===== src/rtl/fp_axil_pkg.sv =====
// Shared types and field positions for the FrontPanel-driven AXI4-Lite master.
// Covers FSM states, status/ctrl/trigger bit positions and AXI response codes.
package fp_axil_pkg;

  typedef enum logic [2:0] {
    S_IDLE,
    S_WRITE,
    S_WRESP,
    S_READ,
    S_RDATA
  } state_e;

  localparam int ST_BUSY    = 0;
  localparam int ST_RESP_LO = 1;
  localparam int ST_RESP_HI = 2;
  localparam int ST_TIMEOUT = 3;
  localparam int ST_OVERRUN = 4;
  localparam int ST_CNT_LO  = 16;
  localparam int ST_CNT_HI  = 31;

  localparam logic [1:0] RESP_OKAY   = 2'b00;
  localparam logic [1:0] RESP_SLVERR = 2'b10;

  localparam int CTRL_WRITE    = 0;
  localparam int CTRL_WSTRB_LO = 4;
  localparam int CTRL_WSTRB_HI = 7;

  localparam int TRIG_START = 0;
  localparam int TRIG_DONE  = 0;
  localparam int TRIG_ERR   = 1;

endpackage


===== src/rtl/fp_axil_timeout.sv =====
// Per-transaction watchdog: 16-bit counter cleared on start, counting enabled cycles.
// expired_o flags the cycle whose closing edge brings the count up to LIMIT.
module fp_axil_timeout #(
  parameter int LIMIT = 1024
) (
  input  logic clk_i,
  input  logic rst_i,
  input  logic clear_i,
  input  logic en_i,
  output logic expired_o
);

  logic [15:0] cnt_q;

  always_ff @(posedge clk_i or posedge rst_i) begin
    if (rst_i)        cnt_q <= '0;
    else if (clear_i) cnt_q <= '0;
    else if (en_i)    cnt_q <= cnt_q + 16'd1;
  end

  assign expired_o = en_i && (cnt_q == 16'(LIMIT - 1));

endmodule


===== src/rtl/fp_axil_master.sv =====
// Single-beat AXI4-Lite master driven by FrontPanel wire-ins/trigger-ins.
// Reports read data, response, timeout/overrun and a completion count on wire-outs.
module fp_axil_master
  import fp_axil_pkg::*;
#(
  parameter int TIMEOUT_CYCLES = 1024
) (
  input  logic        sync_clk,
  input  logic        peripheral_reset,
  input  logic [31:0] wi01_ep_dataout_addr,
  input  logic [31:0] wi02_ep_dataout_wdata,
  input  logic [31:0] wi03_ep_dataout_ctrl,
  input  logic [31:0] ti40_ep_trigger,
  output logic [31:0] to60_ep_trigger,
  output logic [31:0] wo20_ep_datain_rdata,
  output logic [31:0] wo21_ep_datain_status,
  output logic [31:0] m_axi_awaddr,
  output logic [2:0]  m_axi_awprot,
  output logic        m_axi_awvalid,
  input  logic        m_axi_awready,
  output logic [31:0] m_axi_wdata,
  output logic [3:0]  m_axi_wstrb,
  output logic        m_axi_wvalid,
  input  logic        m_axi_wready,
  input  logic [1:0]  m_axi_bresp,
  input  logic        m_axi_bvalid,
  output logic        m_axi_bready,
  output logic [31:0] m_axi_araddr,
  output logic [2:0]  m_axi_arprot,
  output logic        m_axi_arvalid,
  input  logic        m_axi_arready,
  input  logic [31:0] m_axi_rdata,
  input  logic [1:0]  m_axi_rresp,
  input  logic        m_axi_rvalid,
  output logic        m_axi_rready
);

  state_e      state_q;
  logic [29:0] addr_q;
  logic [31:0] wdata_q, rdata_q;
  logic [3:0]  wstrb_q;
  logic        awvalid_q, wvalid_q, bready_q, arvalid_q, rready_q;
  logic        aw_done_q, w_done_q;
  logic [1:0]  resp_q;
  logic        timeout_q, overrun_q, done_q, err_q;
  logic [15:0] count_q;

  logic busy, start, start_ok, expired;
  logic aw_done_d, w_done_d, ar_hs, b_hs, r_hs;

  assign busy     = (state_q != S_IDLE);
  assign start    = ti40_ep_trigger[TRIG_START];
  assign start_ok = start && !busy;

  assign aw_done_d = aw_done_q || (awvalid_q && m_axi_awready);
  assign w_done_d  = w_done_q  || (wvalid_q  && m_axi_wready);
  assign ar_hs     = arvalid_q && m_axi_arready;
  assign b_hs      = bready_q  && m_axi_bvalid;
  assign r_hs      = rready_q  && m_axi_rvalid;

  fp_axil_timeout #(.LIMIT(TIMEOUT_CYCLES)) u_timeout (
    .clk_i     (sync_clk),
    .rst_i     (peripheral_reset),
    .clear_i   (start_ok),
    .en_i      (busy),
    .expired_o (expired)
  );

  always_ff @(posedge sync_clk or posedge peripheral_reset) begin
    if (peripheral_reset) begin
      state_q   <= S_IDLE;
      addr_q    <= '0;
      wdata_q   <= '0;
      wstrb_q   <= '0;
      awvalid_q <= 1'b0;
      wvalid_q  <= 1'b0;
      bready_q  <= 1'b0;
      arvalid_q <= 1'b0;
      rready_q  <= 1'b0;
      aw_done_q <= 1'b0;
      w_done_q  <= 1'b0;
      rdata_q   <= '0;
      resp_q    <= RESP_OKAY;
      timeout_q <= 1'b0;
      overrun_q <= 1'b0;
      count_q   <= '0;
      done_q    <= 1'b0;
      err_q     <= 1'b0;
    end else begin
      done_q <= 1'b0;
      err_q  <= 1'b0;
      if (start && busy) overrun_q <= 1'b1;
      case (state_q)
        S_IDLE: if (start) begin
          addr_q    <= wi01_ep_dataout_addr[31:2];
          wdata_q   <= wi02_ep_dataout_wdata;
          wstrb_q   <= wi03_ep_dataout_ctrl[CTRL_WSTRB_HI:CTRL_WSTRB_LO];
          timeout_q <= 1'b0;
          overrun_q <= 1'b0;
          aw_done_q <= 1'b0;
          w_done_q  <= 1'b0;
          state_q   <= wi03_ep_dataout_ctrl[CTRL_WRITE] ? S_WRITE : S_READ;
        end
        // Valids rise on the first WRITE cycle and each falls on its own handshake.
        S_WRITE: begin
          aw_done_q <= aw_done_d;
          w_done_q  <= w_done_d;
          awvalid_q <= !aw_done_d;
          wvalid_q  <= !w_done_d;
          if (aw_done_d && w_done_d) begin
            bready_q <= 1'b1;
            state_q  <= S_WRESP;
          end
        end
        S_WRESP: if (b_hs) begin
          bready_q <= 1'b0;
          resp_q   <= m_axi_bresp;
          done_q   <= 1'b1;
          err_q    <= (m_axi_bresp != RESP_OKAY);
          count_q  <= count_q + 16'd1;
          state_q  <= S_IDLE;
        end
        S_READ: begin
          arvalid_q <= !ar_hs;
          if (ar_hs) begin
            rready_q <= 1'b1;
            state_q  <= S_RDATA;
          end
        end
        S_RDATA: if (r_hs) begin
          rready_q <= 1'b0;
          rdata_q  <= m_axi_rdata;
          resp_q   <= m_axi_rresp;
          done_q   <= 1'b1;
          err_q    <= (m_axi_rresp != RESP_OKAY);
          count_q  <= count_q + 16'd1;
          state_q  <= S_IDLE;
        end
        default: state_q <= S_IDLE;
      endcase
      // A completing handshake on the expiry edge wins over the abort.
      if (expired && !(b_hs || r_hs)) begin
        awvalid_q <= 1'b0;
        wvalid_q  <= 1'b0;
        bready_q  <= 1'b0;
        arvalid_q <= 1'b0;
        rready_q  <= 1'b0;
        timeout_q <= 1'b1;
        done_q    <= 1'b0;
        err_q     <= 1'b1;
        state_q   <= S_IDLE;
      end
    end
  end

  always_comb begin
    wo21_ep_datain_status                       = '0;
    wo21_ep_datain_status[ST_BUSY]              = busy;
    wo21_ep_datain_status[ST_RESP_HI:ST_RESP_LO] = resp_q;
    wo21_ep_datain_status[ST_TIMEOUT]           = timeout_q;
    wo21_ep_datain_status[ST_OVERRUN]           = overrun_q;
    wo21_ep_datain_status[ST_CNT_HI:ST_CNT_LO]  = count_q;
    to60_ep_trigger                             = '0;
    to60_ep_trigger[TRIG_DONE]                  = done_q;
    to60_ep_trigger[TRIG_ERR]                   = err_q;
  end

  assign wo20_ep_datain_rdata = rdata_q;
  assign m_axi_awaddr  = {addr_q, 2'b00};
  assign m_axi_araddr  = {addr_q, 2'b00};
  assign m_axi_awprot  = 3'b000;
  assign m_axi_arprot  = 3'b000;
  assign m_axi_awvalid = awvalid_q;
  assign m_axi_wdata   = wdata_q;
  assign m_axi_wstrb   = wstrb_q;
  assign m_axi_wvalid  = wvalid_q;
  assign m_axi_bready  = bready_q;
  assign m_axi_arvalid = arvalid_q;
  assign m_axi_rready  = rready_q;

  logic unused_bits;
  assign unused_bits = ^{wi01_ep_dataout_addr[1:0],
                         wi03_ep_dataout_ctrl[31:CTRL_WSTRB_HI+1],
                         wi03_ep_dataout_ctrl[CTRL_WSTRB_LO-1:CTRL_WRITE+1],
                         ti40_ep_trigger[31:TRIG_START+1]};

endmodule


===== config.mk =====
export PLATFORM = sky130hd
export DESIGN_NAME = fp_axil_master
export DESIGN_NICKNAME = d
export VERILOG_FILES = /design/src/rtl/fp_axil_pkg.sv /design/src/rtl/fp_axil_timeout.sv /design/src/rtl/fp_axil_master.sv
export SDC_FILE = /design/constraint.sdc
export NUM_CORES = 1
export LEC_CHECK = 0
export BUFFER_PORTS_ARGS = -buffer_cell sky130_fd_sc_hd__buf_4
export CAP_MARGIN = 20
export CORE_AREA = 5 5 143 145
export CTS_CLUSTER_DIAMETER = 200
export DETAILED_ROUTE_END_ITERATION = 8
export DIE_AREA = 0 0 148 150
export PLACE_DENSITY = 0.66
export SYNTH_ARGS = -nofsm -noshare
export SYNTH_HDL_FRONTEND = slang
export SYNTH_SLANG_ARGS = --single-unit

===== constraint.sdc =====
create_clock -name sync_clk -period 13.5 [get_ports sync_clk]
set_clock_uncertainty 0.05 [all_clocks]
set_input_delay 1.35 -clock sync_clk [delete_from_list [all_inputs] [get_ports sync_clk]]
set_output_delay 1.35 -clock sync_clk [all_outputs]
set_load 0.03 [all_outputs]

==> flow_summary.ini, run 1 <==
[worst_setup_path]
path_class = reg -> out
cp.arrival_ps = 1790
critPathTopFamily = flip-flops
slowest_delay_ps = 510
start_kind = register
cp.required_ps = 12100
cp_cell_sequence = nor3_2 -> inv_1 -> buf_4
crit_fanout = 11
critPathSlowestCell = dfrtp_1
critPathBufInv = 2
critPathCaptureType = output port

[clock_tree]
clock-root-buffer = clkbuf_16
clock_tree.buffer_depth = 2
worstSkewPairLatency_ps = 410
post_cts_resized = 0
cts.sinks = 146
post_cts_buffers = 0
numCtsBuffers = 17
clk_pin_slew_ps = 60
hold_buffers = 0
htreeDepth = 4
cts_tree = yes

[sta]
fmax_mhz = 313
rsz0062_at_grt = no
whs_ps = 425
tightest_slew_ps = 896
setup_ws_ps = 10310
slew_viol_final = 0
finalCritPeriodShare_pct = 23.7
hold_viol_final = 0
slew_headroom_pct = 40.1
tns_ps = 0
setup_viol = 0
fin_crit_ps = 3190

[grt]
grt_overflow_total = 0
grt_max_degree = 94
grt_pass1_wl_um = 26100
grtUsageTotal_pct = 14.7
grt_pass1_vias = 4878
antenna_found_initial = 0

[die]
die_w_um = 148
num_rows = 51
start_util_pct = 34.7
io_pins = 378
dieArea_mm2 = 0.0222
core_area_mm2 = 0.0191
die_h_um = 150

[placement]
globalplace.congestion = 0.776
postPlaceCellArea_mm2 = 0.00834
dp_hpwl_um = 12400
place_ws_ps = 10510
io_buffers = 266

[yosys]
synth_cell_types = 45
yosysSeqAreaShare_pct = 55.3
syn-instance-count = 655
ys.flop_type = dfrtp_1
yosysWarnings = 0
ys_ff_latch = 146
yosys.area.top_type = dfrtp_1
synth_area_leaders = dfrtp_1 (55%), nand2_1 (13%), buf_4 (9.9%)
synth_top_area_share_pct = 55.3
async_flop_share_pct = 100
synth_edf_count = 0
synth.avg_cell_area_um2 = 10.1
syn_area_mm2 = 0.00661

[drt]
wl_per_cell_um = 14.8
drtPass1Iterations = 4
drt_first_iter_violations = 166
postRouteAntennaNets = 0
vias = 4977
drc_errors = 0
vias_per_cell = 4.39
totalWireLength_um = 16800

[final_layout]
drive_gt1_share_pct = 38.3
syn2layout_area_growth_pct = 35.3
final_area_mm2 = 0.00895
num_antenna_cells = 0
final_net_count = 1055

[job]
cap_violations = 0

[pwr]
p_leak_uw = 0.00476
total_power_uw = 2250
power_density_mw_per_mm2 = 251
ir_drop_mv = 0.110

[outcome]
status = finished clean

[worst_hold_path]
hp-class = reg -> reg
## through the flow
| step | instances | util, % |
|---|---|---|
| CTS | 1133 | 46.9 |
| global placement | 1101 | 43.7 |
| floorplan | 705 | - |
| global route | 1133 | 46.9 |
| finish | 1133 | 46.9 |
| detailed placement | 1101 | 43.7 |
## metal layers
| metal | routed length, µm | up-vias | global-route usage, % |
|---|---|---|---|
| li1 | - | 2460 | - |
| met1 | 6890 | 2362 | 18.0 |
| met2 | 8880 | 146 | 26.2 |
| met3 | 885 | 9 | 3.45 |
| met4 | 166 | 0 | 3.46 |
| met5 | 0 | - | 0 |
## synthesized netlist by cell type, drive strengths merged (3+ instances only)
library cell and instances:
xnor2 14, nand4 13, o211ai 5, and3 8, o21ai 10, clkbuf 12
a31oi 5, nand2b 3, and2 3, dfrtp 146, mux2 34, buf 99
mux2i 5, inv 5, o31ai 5, nand3 16, nor2 16, and4 4
nand2 222, a21oi 6, nor3 4
## final timing paths
path / startpoint / endpoint / slack [ps] / cells after the start
setup / recovery: state_q[1] / wo21_ep_datain_status[0] / 10310 / 3
hold / removal: m_axi_wdata[27] / m_axi_wdata[27] / 430 / 2
setup reg to reg: state_q[1] / wo20_ep_datain_rdata[8] / 11020 / 3
hold reg to reg: m_axi_wdata[27] / m_axi_wdata[27] / 430 / 2
max in group asynchronous: peripheral_reset / m_axi_wvalid / 11060 / 3
min in group asynchronous: peripheral_reset / wo20_ep_datain_rdata[5] / 1070 / 2
## cells by family after synthesis
logic type      Yosys count  share of synthesized area [%]
simple gates            296                           19.2
flops                   146                           55.3
buf+inv                 116                           12.1
compound gates           39                           4.30
mux                      39                           6.55
xor+xnor                 16                           2.12
fa+ha+maj                 2                          0.378
other cells               1                         0.0567
## worst min-delay path: stages (launching register included)
cell and delay [ps]:
dfrtp_1 340, nand2_1 50, nand2_1 60
## flip-flops by register name, indices dropped and copies added, names as in the netlist, 2 cells and up, named ones only
name,flops
wo20_ep_datain_rdata,32
state_q,3
resp_q,2
m_axi_wstrb,4
m_axi_wdata,32
u_timeout.cnt_q,16
addr_q,30
count_q,16
## cell usage in the layout, fill, tap and decap left out, types with 3 or more instances in the layout
cell,Yosys,routed
buf_4,87,269
nand2_1,222,221
dfrtp_1,146,146
conb_1,1,51
mux2_2,33,33
clkbuf_16,0,17
nand3_1,16,16
xnor2_1,14,14
nor2_1,14,14
nand4_1,12,12
o21ai_0,10,10
and3_1,8,8
a21oi_1,6,6
mux2i_1,5,5
a31oi_1,5,5
o211ai_1,5,5
o31ai_1,5,5
and4_1,4,4
inv_1,5,4
inv_6,0,4
nor3_1,3,3
nand2b_1,3,3
bufinv_16,0,3
clkinv_4,0,3
## report_power, final
| part | switching (µW) | internal, µW | leakage (µW) |
|---|---|---|---|
| logic | 682 | 372 | 0.00259 |
| registers | 116 | 599 | 0.00188 |
| clock network | 188 | 294 | 0.000293 |
## area by class of cell
| class | count | area [µm²] |
|---|---|---|
| Clock buffer | 18 | 429 |
| Inverter | 5 | 23.8 |
| Fill cell | 1825 | 10100 |
| Timing Repair Buffer | 269 | 2020 |
| Sequential cell | 146 | 3650 |
| Multi-Input combinational cell | 443 | 2350 |
| Clock inverter | 14 | 179 |
| Tap cell | 238 | 298 |
No activity file was read; power rests on OpenSTA's default activity.
==> run 2: changes to the inputs <==
- CORE_AREA: 5 5 143 145 -> 5 5 144 146
- DIE_AREA: 0 0 148 150 -> 0 0 149 151
- PLACE_DENSITY: 0.66 -> 0.65
- clock period: 13.5 -> 2.95 ns (I/O delays scaled with it)
==> run 2 against run 1 <==
Net effect: critical path type is now reg -> reg; clock-buffer cell count up 2; largest power group unchanged; largest cell class unchanged; routed wire length up 4.3%; core utilization up 0.16 points.
==> flow_summary.ini, run 2 (same netlist as run 1, synthesis figures left out) <==
[clock_tree]
post_cts_resized = 0
post_cts_buffers = 0
numCtsBuffers = 17
cts_tree = yes
clock-root-buffer = clkbuf_16
clk_pin_slew_ps = 70
hold_buffers = 1
worstSkewPairLatency_ps = 410
clock_tree.buffer_depth = 2
htreeDepth = 4
cts.sinks = 146

[sta]
fmax_mhz = 458
hold_viol_final = 0
tns_ps = 0
finalCritPeriodShare_pct = 74.0
slew_viol_final = 0
rsz0062_at_grt = no
fin_crit_ps = 2180
setup_ws_ps = 766
setup_viol = 0
slew_headroom_pct = 43.4
tightest_slew_ps = 850

[outcome]
status = finished clean

[worst_setup_path]
cp_cell_sequence = or3b_1 -> nor2_4 -> buf_4 -> mux2_2
critPathBufInv = 1
slowest_delay_ps = 590
critPathSlowestCell = or3b_1
worstRegToRegCells = 4
critPathCaptureType = register
crit_fanout = 33
cp.arrival_ps = 2420
cp.required_ps = 3190
timing.rr.end = wo20_ep_datain_rdata[30]
rr_startpoint = state_q[1]
critPathTopFamily = simple AND/OR/NAND/NOR gates
start_kind = register
path_class = reg -> reg
reg2reg_slack_ps = 770

[worst_hold_path]
hp-class = in -> reg
min_to = m_axi_wdata[7]
min-delay-start = wi02_ep_dataout_wdata[7]
whs_path_depth = 3

[pwr]
swShare_pct = 43.2
power_frac_seq_pct = 31.2
pwr-share-clk_pct = 22.0
p_sw_uw = 4500
power.internal_uw = 5910
power_density_mw_per_mm2 = 1150
ir_drop_mv = 0.497
p_leak_uw = 0.00479
total_power_uw = 10400
comb_power_share_pct = 46.8

[die]
die_w_um = 149
io_pins = 378
dieArea_mm2 = 0.0225
core_area_mm2 = 0.0193
start_util_pct = 34.3
die_h_um = 151
num_rows = 51

[final_layout]
mostFrequentLayoutCells = buf_4 (269), nand2_1 (221), dfrtp_1 (146), conb_1 (51), mux2_2 (33)
final_net_count = 1059
syn2layout_area_growth_pct = 37.2
num_antenna_cells = 0
drive_gt1_share_pct = 38.3
fin_cells = 1163
layout_commonest_cell = buf_4

[drt]
totalWireLength_um = 17500
drc_errors = 0
postRouteAntennaNets = 0
drt_first_iter_violations = 202
vias = 5055
drtPass1Iterations = 4
vias_per_cell = 4.35
wl_per_cell_um = 15.1

[grt]
grt_pass1_wl_um = 26300
antenna_found_initial = 0
grt_overflow_total = 0
grt_pass1_vias = 4906
grt_max_degree = 81
grtUsageTotal_pct = 14.8

[placement]
dp_hpwl_um = 12900
io_buffers = 266
dp_cells = 1131
place_ws_ps = 764
globalplace.congestion = 0.778

[job]
cap_violations = 0
[run 2: changes by cell type in the layout (fill, tap and decap cells not counted)]
cell,before,now
buf_12,0,3
clkinv_2,2,0
inv_6,4,2
bufinv_16,3,4
clkbuf_1,1,2
clkbuf_8,0,1
clkinvlp_4,2,3
dlygate4sd3_1,0,1
inv_8,1,0
[run 2: per-layer routing]
metal	vias to the layer above	routed length (µm)	track usage, %
li1	2471	-	-
met5	-	0	0
met1	2403	7080	18.1
met2	166	9040	26.0
met3	15	1110	3.98
met4	0	294	4.21
[run 2: cell type report]
type / count / area (µm²)
Timing Repair Buffer: 273 / 2090
Sequential cell: 146 / 3650
Multi-Input combinational cell: 443 / 2350
Clock buffer: 20 / 447
Clock inverter: 11 / 179
Inverter: 5 / 22.5
Fill cell: 1882 / 10200
Tap cell: 265 / 332
[run 2: tightest hold or removal path: stages]
cell,delay (ps)
buf_4,70
nand2_1,40
nand2_1,40
[run 2: metrics by stage]
stage / hold WS, ps / util (%) / area [µm²]
2_1_floorplan: 350 / - / 6800
3_3_place_gp: 401 / 43.8 / 8430
3_5_place_dp: 405 / 43.8 / 8430
4_1_cts: 0.969 / 47.1 / 9070
5_1_grt: 3.62 / 47.1 / 9070
6_report: 22.4 / 47.1 / 9070
[run 2: worst max path at each step]
stage,startpoint,end,depth (start not counted)
after detailed placement,state_q[1],wo20_ep_datain_rdata[26],4
after global routing,state_q[1],wo20_ep_datain_rdata[17],4
final,state_q[1],wo20_ep_datain_rdata[30],4
after global placement,state_q[1],wo20_ep_datain_rdata[26],4
after floorplan,peripheral_reset,asynchronous set/reset pin,1
after CTS,state_q[1],wo20_ep_datain_rdata[17],4
[run 2: power by group through the flow]
stage	logic, µW	registers, µW	clock network [µW]
after floorplan	2060	4520	0
after global routing	5180	3370	2440
final	4870	3250	2290
after CTS	4960	3260	2360
after detailed placement	4950	3290	0
after global placement	4900	3270	0
